<file path="src/rtl/conv_filter_scheduler.sv">
// conv_filter_scheduler
//   Time-multiplexes one single-filter convolution engine across NUM_FILTERS
//   filters. A window is accepted over a valid/ready handshake and captured. It is
//   then issued to the engine once per filter, back to back, together with that
//   filter's weight and bias slices. The in-order engine results are collected
//   into a buffer and presented as one packed vector over valid/ready.
//
//   Optional build macro: CONV_SCHED_PERF_EN adds the perf_windows and
//   perf_stall counters and their output ports.
//
// Ports
//   clk, rst_n          clock, asynchronous active-low reset
//   window_in           packed K*K window of DATA_WIDTH pixels
//   win_valid/win_ready window handshake (ready only when idle and weights_valid)
//   weights             all filter weights, filter f in slice f
//   weights_valid       weights usable; gates window acceptance only
//   bias, bias_enable   per-filter bias slices and enable (enable captured on accept)
//   eng_window          captured window to the engine
//   eng_weights         weight slice of the filter being issued
//   eng_bias            bias slice of the filter being issued
//   eng_bias_enable     bias_enable captured at acceptance
//   eng_valid           engine window_valid / weights_valid
//   eng_out(_valid)     in-order engine results
//   conv_out            packed results, filter f at [(f+1)*OUTPUT_WIDTH-1 -: OUTPUT_WIDTH]
//   conv_valid/ready    result vector handshake
//   busy                scheduler not idle
//   err                 sticky: stray/excess engine result or drain timeout
//   perf_windows        (CONV_SCHED_PERF_EN) accepted window count
//   perf_stall          (CONV_SCHED_PERF_EN) output cycles stalled by conv_ready=0
module conv_filter_scheduler #(
    parameter int unsigned DATA_WIDTH   = 16,
    parameter int unsigned KERNEL_SIZE  = 3,
    parameter int unsigned WEIGHT_WIDTH = 8,
    parameter int unsigned OUTPUT_WIDTH = 32,
    parameter int unsigned NUM_FILTERS  = 4,
    parameter int unsigned CONV_LATENCY = 3,
    parameter int unsigned TIMEOUT      = 8
) (
    input  logic                                                        clk,
    input  logic                                                        rst_n,
    input  logic [KERNEL_SIZE*KERNEL_SIZE*DATA_WIDTH-1:0]               window_in,
    input  logic                                                        win_valid,
    output logic                                                        win_ready,
    input  logic [NUM_FILTERS*KERNEL_SIZE*KERNEL_SIZE*WEIGHT_WIDTH-1:0] weights,
    input  logic                                                        weights_valid,
    input  logic [NUM_FILTERS*OUTPUT_WIDTH-1:0]                         bias,
    input  logic                                                        bias_enable,
    output logic [KERNEL_SIZE*KERNEL_SIZE*DATA_WIDTH-1:0]               eng_window,
    output logic [KERNEL_SIZE*KERNEL_SIZE*WEIGHT_WIDTH-1:0]             eng_weights,
    output logic [OUTPUT_WIDTH-1:0]                                     eng_bias,
    output logic                                                        eng_bias_enable,
    output logic                                                        eng_valid,
    input  logic [OUTPUT_WIDTH-1:0]                                     eng_out,
    input  logic                                                        eng_out_valid,
    output logic [NUM_FILTERS*OUTPUT_WIDTH-1:0]                         conv_out,
    output logic                                                        conv_valid,
    input  logic                                                        conv_ready,
    output logic                                                        busy,
    output logic                                                        err
`ifdef CONV_SCHED_PERF_EN
    ,
    output logic [31:0]                                                 perf_windows,
    output logic [31:0]                                                 perf_stall
`endif
);

    localparam int unsigned KK     = KERNEL_SIZE * KERNEL_SIZE;
    localparam int unsigned WIN_W  = KK * DATA_WIDTH;
    localparam int unsigned WGT_W  = KK * WEIGHT_WIDTH;
    localparam int unsigned OW     = OUTPUT_WIDTH;
    localparam int unsigned CNT_W  = $clog2(NUM_FILTERS + 1);
    localparam int unsigned WAIT_W = $clog2(TIMEOUT + 1);

    localparam logic [CNT_W-1:0]  LAST_ISSUE = CNT_W'(NUM_FILTERS - 1);
    localparam logic [CNT_W-1:0]  NF_CNT     = CNT_W'(NUM_FILTERS);
    localparam logic [WAIT_W-1:0] WAIT_LAST  = WAIT_W'(TIMEOUT - 1);

    if (NUM_FILTERS < 1 || CONV_LATENCY < 1 || TIMEOUT < 1) begin : gen_param_check
        $error("conv_filter_scheduler: NUM_FILTERS, CONV_LATENCY and TIMEOUT must be >= 1");
    end

    typedef enum logic [1:0] {StIdle, StIssue, StDrain, StOutput} state_e;

    state_e                  state_q, state_d;
    logic [CNT_W-1:0]        issue_cnt_q, issue_cnt_d;
    logic [CNT_W-1:0]        col_cnt_q, col_cnt_d;
    logic [WAIT_W-1:0]       wait_cnt_q, wait_cnt_d;
    logic [NUM_FILTERS*OW-1:0] res_q, res_d;
    logic [NUM_FILTERS*OW-1:0] conv_out_q, conv_out_d;
    logic                    err_q, err_d;
    logic [WIN_W-1:0]        eng_window_q, eng_window_d;
    logic [WGT_W-1:0]        eng_weights_q, eng_weights_d;
    logic [OW-1:0]           eng_bias_q, eng_bias_d;
    logic                    eng_bias_en_q, eng_bias_en_d;
    logic                    eng_valid_q, eng_valid_d;

    logic                    accept;
    logic                    collecting;
    logic [WGT_W-1:0]        sel_weights;
    logic [OW-1:0]           sel_bias;

    // Gated by rst_n so no window can be offered a ready while reset is held.
    assign win_ready  = rst_n && (state_q == StIdle) && weights_valid;
    assign accept     = win_valid && win_ready;
    assign collecting = (state_q == StIssue) || (state_q == StDrain);

    // Weight/bias slices of the filter currently being issued.
    always_comb begin
        sel_weights = '0;
        sel_bias    = '0;
        for (int f = 0; f < NUM_FILTERS; f++) begin
            if (issue_cnt_q == CNT_W'(f)) begin
                sel_weights = weights[f*WGT_W +: WGT_W];
                sel_bias    = bias[f*OW +: OW];
            end
        end
    end

    always_comb begin
        state_d       = state_q;
        issue_cnt_d   = issue_cnt_q;
        col_cnt_d     = col_cnt_q;
        wait_cnt_d    = wait_cnt_q;
        res_d         = res_q;
        conv_out_d    = conv_out_q;
        err_d         = err_q;
        eng_window_d  = eng_window_q;
        eng_weights_d = eng_weights_q;
        eng_bias_d    = eng_bias_q;
        eng_bias_en_d = eng_bias_en_q;
        eng_valid_d   = 1'b0;

        // Results arrive in issue order, so the collection count is the slot index.
        if (eng_out_valid) begin
            if (!collecting || (col_cnt_q == NF_CNT)) begin
                err_d = 1'b1;
            end else begin
                for (int f = 0; f < NUM_FILTERS; f++) begin
                    if (col_cnt_q == CNT_W'(f)) begin
                        res_d[f*OW +: OW] = eng_out;
                    end
                end
                col_cnt_d = col_cnt_q + 1'b1;
            end
        end

        unique case (state_q)
            StIdle: begin
                if (accept) begin
                    state_d       = StIssue;
                    eng_window_d  = window_in;
                    eng_bias_en_d = bias_enable;
                    res_d         = '0;
                    issue_cnt_d   = '0;
                    col_cnt_d     = '0;
                end
            end
            StIssue: begin
                eng_valid_d   = 1'b1;
                eng_weights_d = sel_weights;
                eng_bias_d    = sel_bias;
                issue_cnt_d   = issue_cnt_q + 1'b1;
                if (issue_cnt_q == LAST_ISSUE) begin
                    state_d    = StDrain;
                    wait_cnt_d = '0;
                end
            end
            StDrain: begin
                if (col_cnt_d == NF_CNT) begin
                    state_d    = StOutput;
                    conv_out_d = res_d;
                end else if (eng_out_valid) begin
                    wait_cnt_d = '0;
                end else if (wait_cnt_q == WAIT_LAST) begin
                    // Give up on missing results; their slots stay zero.
                    err_d      = 1'b1;
                    state_d    = StOutput;
                    conv_out_d = res_d;
                end else begin
                    wait_cnt_d = wait_cnt_q + 1'b1;
                end
            end
            StOutput: begin
                if (conv_ready) begin
                    state_d = StIdle;
                end
            end
            default: state_d = StIdle;
        endcase
    end

    always_ff @(posedge clk or negedge rst_n) begin
        if (!rst_n) begin
            state_q       <= StIdle;
            issue_cnt_q   <= '0;
            col_cnt_q     <= '0;
            wait_cnt_q    <= '0;
            res_q         <= '0;
            conv_out_q    <= '0;
            err_q         <= 1'b0;
            eng_window_q  <= '0;
            eng_weights_q <= '0;
            eng_bias_q    <= '0;
            eng_bias_en_q <= 1'b0;
            eng_valid_q   <= 1'b0;
        end else begin
            state_q       <= state_d;
            issue_cnt_q   <= issue_cnt_d;
            col_cnt_q     <= col_cnt_d;
            wait_cnt_q    <= wait_cnt_d;
            res_q         <= res_d;
            conv_out_q    <= conv_out_d;
            err_q         <= err_d;
            eng_window_q  <= eng_window_d;
            eng_weights_q <= eng_weights_d;
            eng_bias_q    <= eng_bias_d;
            eng_bias_en_q <= eng_bias_en_d;
            eng_valid_q   <= eng_valid_d;
        end
    end

    assign eng_window      = eng_window_q;
    assign eng_weights     = eng_weights_q;
    assign eng_bias        = eng_bias_q;
    assign eng_bias_enable = eng_bias_en_q;
    assign eng_valid       = eng_valid_q;
    assign conv_out        = conv_out_q;
    assign conv_valid      = (state_q == StOutput);
    assign busy            = (state_q != StIdle);
    assign err             = err_q;

`ifdef CONV_SCHED_PERF_EN
    logic [31:0] perf_windows_q;
    logic [31:0] perf_stall_q;

    always_ff @(posedge clk or negedge rst_n) begin
        if (!rst_n) begin
            perf_windows_q <= '0;
            perf_stall_q   <= '0;
        end else begin
            if (accept) begin
                perf_windows_q <= perf_windows_q + 32'd1;
            end
            if ((state_q == StOutput) && !conv_ready) begin
                perf_stall_q <= perf_stall_q + 32'd1;
            end
        end
    end

    assign perf_windows = perf_windows_q;
    assign perf_stall   = perf_stall_q;
`endif

endmodule
</file>
<file path="config.mk">
export PLATFORM = sky130hd
export DESIGN_NAME = conv_filter_scheduler
export DESIGN_NICKNAME = d
export VERILOG_FILES = /design/src/rtl/conv_filter_scheduler.sv
export SDC_FILE = /design/constraint.sdc
export NUM_CORES = 1
export LEC_CHECK = 0
export CORE_AREA = 2 2 387 389
export CTS_CLUSTER_DIAMETER = 40
export DETAILED_ROUTE_END_ITERATION = 7
export DIE_AREA = 0 0 389 391
export HOLD_SLACK_MARGIN = 0.02
export SYNTH_ARGS = -nofsm -noshare
export SYNTH_HDL_FRONTEND = slang
export SYNTH_SLANG_ARGS = --single-unit
</file>
<file path="constraint.sdc">
create_clock -name clk -period 7.11 [get_ports clk]
set_input_delay 1.422 -clock clk [delete_from_list [all_inputs] [get_ports clk]]
set_output_delay 1.422 -clock clk [all_outputs]
set_load 0.02 [all_outputs]
</file>
==> results.cfg, run 1 <==
[cells_and_area]
fill_cells = 15800
nets = 3921
final_cell_mix = clkdlybuf4s50_1, dfrtp_1, nand2_1
final_common_cell = clkdlybuf4s50_1
drive_gt1_share_pct = 6.73
area_growth_pct = 68.6
multiInputGateArea_um2 = 8660
seq_area_um2 = 13000

[sta]
tightest_slew_ns = 1.02
post-route-min-period_ns = 4.45
finalSetupViolations = 0
fmax_mhz = 225
setup-tns-final_ns = 0
hold_viol_final = 0
setup_ws_ns = 2.66
slew_headroom_pct = 32.0
skew_ns = 0.0524
finalMaxSlewViolations = 0
rsz0062_at_grt = false
min_period_over_period_pct = 62.6

[drt]
drc = 0
routed-via-count = 21600
first_pass_iters = 5
wire_per_inst_um = 23.3
drtAntennaViolNets = 0
viasPerCell = 4.03
drt_iter0_drc = 1514
totalWireLength_um = 125000

[synthesis]
synth-edff-count = 0
syn_inst = 2358
synth.yosys.seq_area_share_pct = 56.8
ys_types = 41
synth_nets = 2973
yosysWarnings = 0
syn_area_um2 = 22900
ys_seq_elements = 519
synthArstFlopShare_pct = 100
syn_avg_cell_area_um2 = 9.70
synth_ff_type = dfrtp_1

[critical_path]
critical_path_required_ns = 5.69
r2r_end = conv_out[125]
critPathMaxFanout = 61
critPathKind = primary input to output port
cp-end-kind = output port
crit_arrival_ns = 3.03
rrSetupSlack_ns = 3.37
startpoint_type = primary input
reg2reg_from = state_q[0]
r2r_cells = 8

[hold_path]
hold_depth = 2
hp-class = flop to flop
hold_start = eng_window[104]
hold-path-endpoint = eng_window[104]

[placement]
gp_congestion = 0.823
place_ws_ns = 2.26
port-buffer-count = 980
post-dp-hpwl_um = 95500

[clocking]
postCtsResizedCells = 0
cts_buffers = 101
cts_root_buf = clkbuf_16
clk_transition_reported_paths_ns = 0.05
cts_hold_buf = 0
post-cts-setup-buffer-count = 0
cts_sinks = 519
clock_latency_ns = 0.71
htreeDepth = 3
cts_buffer_depth = 3
cts_tree = done

[global_route]
track_usage_pct = 15.7
antenna_found_initial = 85
grt_remaining_overflow = 0
grt_pass1_vias = 21500
grt_max_degree = 193
grt_pass1_wl_um = 168000

[power_and_ir_drop]
power_mw = 19.0
irDropWorstVdd_mv = 0.278
p_leak_nw = 17.3
power.density_nw_per_um2 = 492

[floorplanning]
die_w_um = 389
die_area_um2 = 152000
core_um2 = 149000
rows = 142
die_h_um = 391
num_io_pins = 981
initial_core_util_pct = 15.4

[status]
status = completed

[flow_run]
max-cap-violations = 0
==> layout make-up <==
class                           instances  share of cell area [%]
Clock buffer                          116                    6.91
Sequential cell                       519                    33.7
Tap cell                             1944                    6.31
Multi-Input combinational cell       1529                    22.5
Inverter                              142                    1.38
Antenna cell                           24                   0.156
Timing Repair Buffer                 1013                    26.4
Clock inverter                         69                    2.71
==> Yosys cell counts (all sizes together) (3+ instances only) <==
library cell	count	area, µm²
a21oi	215	1080
a221oi	106	928
a31oi	3	18.8
buf	36	279
clkbuf	132	495
dfrtp	519	13000
ha	16	200
inv	141	529
mux2i	258	2580
nand2	447	1680
nand3	5	25.0
nor2	340	1280
nor3	106	531
o21ai	5	25.0
==> registers in the layout, summed over array words and instances, names as in the netlist <==
signal and flops:
eng_window 144, eng_bias 32, eng_weights 72, conv_out 128, issue_cnt_q 3, err 1, eng_bias_enable 1, eng_valid 1
state_q 2, col_cnt_q 3, res_q 128, wait_cnt_q 4
==> stage by stage <==
step | util, % | cells | instance area, µm² | hold slack (ns)
floorplan | - | 2358 | 22900 | 0.471
global placement | 23.4 | 5147 | 34800 | 0.458
detailed placement | 23.4 | 5147 | 34800 | 0.461
CTS | 25.9 | 5332 | 38500 | 0.474
global route | 25.9 | 5343 | 38500 | 0.500
finish | 26.0 | 5356 | 38600 | 0.467
==> worst max-delay path: stages <==
cell and delay, ns:
buf_8 0.43, and3_1 0.34, clkdlybuf4s50_1 0.79
==> metal layers <==
metal	wire length, µm	vias up	global-route usage, %
met2	55300	1052	24.0
met5	266	-	0
met1	45200	10400	16.8
li1	-	9827	-
met3	19200	277	10.3
met4	4870	48	6.81
==> kinds of logic after synthesis <==
family / count (synthesis) / share of synthesized area [%]
buffers and inverters: 310 / 5.72
XOR/XNOR: 2 / 0.0766
AO/OA/AOI/OAI: 338 / 9.31
flip-flops: 519 / 56.8
AND/OR/NAND/NOR: 914 / 15.9
adder cells (fa/ha/maj): 16 / 0.875
multiplexers: 259 / 11.3
==> where the power goes <==
group          switching [mW]  leakage (nW)  internal (mW)  total (mW)
sequential              0.745          6.37           4.40        5.14
combinational            5.06          9.13           3.58        8.65
clock                    1.84          1.76           3.34        5.18
==> worst max path at each step <==
stage / startpoint / to / depth (start not counted)
2_1_floorplan: eng_out_valid / conv_out[100] / 8
3_3_place_gp: eng_out_valid / conv_out[92] / 7
3_5_place_dp: eng_out_valid / conv_out[125] / 7
4_1_cts: rst_n / win_ready / 3
5_1_grt: rst_n / win_ready / 3
6_report: rst_n / win_ready / 3
Note: power is estimated with default switching activity, not from simulation.
==> inputs of run 2 (changes only) <==
--- a/config.mk
+++ b/config.mk
@@ -5,10 +5,10 @@
 export SDC_FILE = /design/constraint.sdc
 export NUM_CORES = 1
 export LEC_CHECK = 0
-export CORE_AREA = 2 2 387 389
+export CORE_AREA = 2 2 381 383
 export CTS_CLUSTER_DIAMETER = 40
 export DETAILED_ROUTE_END_ITERATION = 7
-export DIE_AREA = 0 0 389 391
+export DIE_AREA = 0 0 383 385
 export HOLD_SLACK_MARGIN = 0.02
 export SYNTH_ARGS = -nofsm -noshare
 export SYNTH_HDL_FRONTEND = slang
==> constraint.sdc (replaced) <==
create_clock -name clk -period 4 [get_ports clk]
set_input_delay 0.8 -clock clk [delete_from_list [all_inputs] [get_ports clk]]
set_output_delay 0.8 -clock clk [all_outputs]
set_load 0.02 [all_outputs]
==> run 2 against run 1 <==
  * Global-route usage is 1.3 points higher
  * Sequential power is 80% higher
  * Sequential share of layout area is 0.23 points lower
  * Count of clock-buffer cells in the layout is 4 higher
==> results.cfg, run 2 (synthesized netlist as in run 1, its figures left out) <==
[status]
status = completed

[clocking]
cts_buffers = 99
post-cts-setup-buffer-count = 0
clock_latency_ns = 0.71
clk_transition_reported_paths_ns = 0.04
cts_buffer_depth = 3
htreeDepth = 3
cts_sinks = 519
cts_root_buf = clkbuf_16
cts_tree = done

[critical_path]
startpoint_type = flop
critPathMaxFanout = 6
crit_arrival_ns = 2.83
critical_path_required_ns = 3.20
cp-end-kind = output port
critPathKind = flop to output port

[global_route]
grt_max_degree = 198
grt_remaining_overflow = 0
grt_pass1_wl_um = 176000
grt_pass1_vias = 22100
antenna_found_initial = 94
track_usage_pct = 16.9

[power_and_ir_drop]
p_leak_nw = 17.5
power_frac_clock_pct = 27.2
switching_share_pct = 39.6
pwr-share-seq_pct = 27.5
p_switching_mw = 13.3
power_frac_comb_pct = 45.3
power_mw = 33.7
power.density_nw_per_um2 = 867
internal_power_mw = 20.3
irDropWorstVdd_mv = 0.617

[drt]
wire_per_inst_um = 24.4
viasPerCell = 4.16
routed-via-count = 22200
drt_iter0_drc = 1791
drc = 0
drtAntennaViolNets = 0
totalWireLength_um = 130000
first_pass_iters = 5

[hold_path]
hp-class = flop to flop

[sta]
setup-tns-final_ns = 0
rsz0062_at_grt = false
finalMaxSlewViolations = 0
finalSetupViolations = 0
hold_viol_final = 0
hold-worst-slack_ns = 0.470
skew_ns = 0.0601
fmax_mhz = 275
post-route-min-period_ns = 3.63
setup_ws_ns = 0.367
min_period_over_period_pct = 90.8
tightest_slew_ns = 1.17
slew_headroom_pct = 21.6

[flow_run]
max-cap-violations = 0

[placement]
place_ws_ns = 0.262
post-dp-hpwl_um = 103000
port-buffer-count = 980
dpl_cell_area_um2 = 35100
dp.cells = 5132
gp_congestion = 0.899

[floorplanning]
core_um2 = 143000
die_h_um = 385
rows = 139
die_area_um2 = 147000
die_w_um = 383
num_io_pins = 981
initial_core_util_pct = 16.0

[cells_and_area]
final_cell_mix = clkdlybuf4s50_1, dfrtp_1, nand2_1
largest_reg_flops = 144
area_growth_pct = 69.7
nets = 3946
drive_gt1_share_pct = 7.26
final_common_cell = clkdlybuf4s50_1
final_cells = 5339
fin_area_um2 = 38800
utilization_pct = 27.1
fill_cells = 15100
==> run 2: cell types whose count changed in the layout (fill, tap and decap cells not counted), moves of 2 or more <==
cell | previous run | this run
clkinv_16 | 6 | 2
buf_4 | 24 | 35
clkinvlp_4 | 13 | 6
clkinv_2 | 11 | 18
clkinv_4 | 11 | 7
inv_16 | 0 | 2
inv_6 | 10 | 7
bufinv_16 | 17 | 19
clkbuf_1 | 7 | 11
buf_12 | 9 | 24
diode_2 | 24 | 22
==> run 2: worst max-delay path, cell delays in order (launching register included) <==
cell and delay [ns]:
dfrtp_1 0.43, inv_1 0.13, ha_1 0.58, and3_1 0.36
clkdlybuf4s50_1 0.64
==> run 2: final timing paths <==
| path | start | endpoint | slack (ns) | depth (start not counted) |
|---|---|---|---|---|
| worst min register to register | eng_window[111] | eng_window[111] | 0.47 | 2 |
| worst min-delay path | eng_window[111] | eng_window[111] | 0.47 | 2 |
| worst max-delay path | state_q[0] | win_ready | 0.37 | 4 |
| max in group asynchronous | rst_n | eng_weights[27] | 1.62 | 4 |
| worst max register to register | state_q[0] | conv_out[97] | 0.82 | 9 |
| min in group asynchronous | rst_n | res_q[40] | 0.57 | 2 |
==> run 2: per-layer routing <==
metal,share of wire [%],vias to the layer above,GRT usage [%]
met1,39,10900,20.3
met5,0.16,-,0
li1,-,9878,-
met3,11,266,6.67
met4,2.8,32,5.48
met2,47,1126,27.6
==> run 2: power by group through the flow <==
stage | Sequential, mW | Clock (mW) | Combinational, mW
after floorplan | 11.4 | 0 | 5.47
after global placement | 9.25 | 0 | 15.2
after detailed placement | 9.30 | 0 | 15.3
after CTS | 9.28 | 9.36 | 15.4
after global routing | 9.54 | 9.59 | 16.5
final | 9.27 | 9.14 | 15.2
==> run 2: area by class of cell <==
cell class                      count  area, µm²  share of cell area (%)
Sequential cell                   519      13000                    33.5
Timing Repair Buffer             1040      10600                    27.2
Multi-Input combinational cell   1529       8650                    22.3
Clock buffer                      120       2670                    6.87
Tap cell                         1903       2380                    6.13
Clock inverter                     64        972                    2.50
Inverter                          142        533                    1.37
Antenna cell                       22       55.1                   0.142
==> run 2: what timing repair did <==
action                                 in CTS  in global routing
gates resized for setup                     0                  0
hold buffers                                1                  0
endpoints found under the hold margin      34                  0
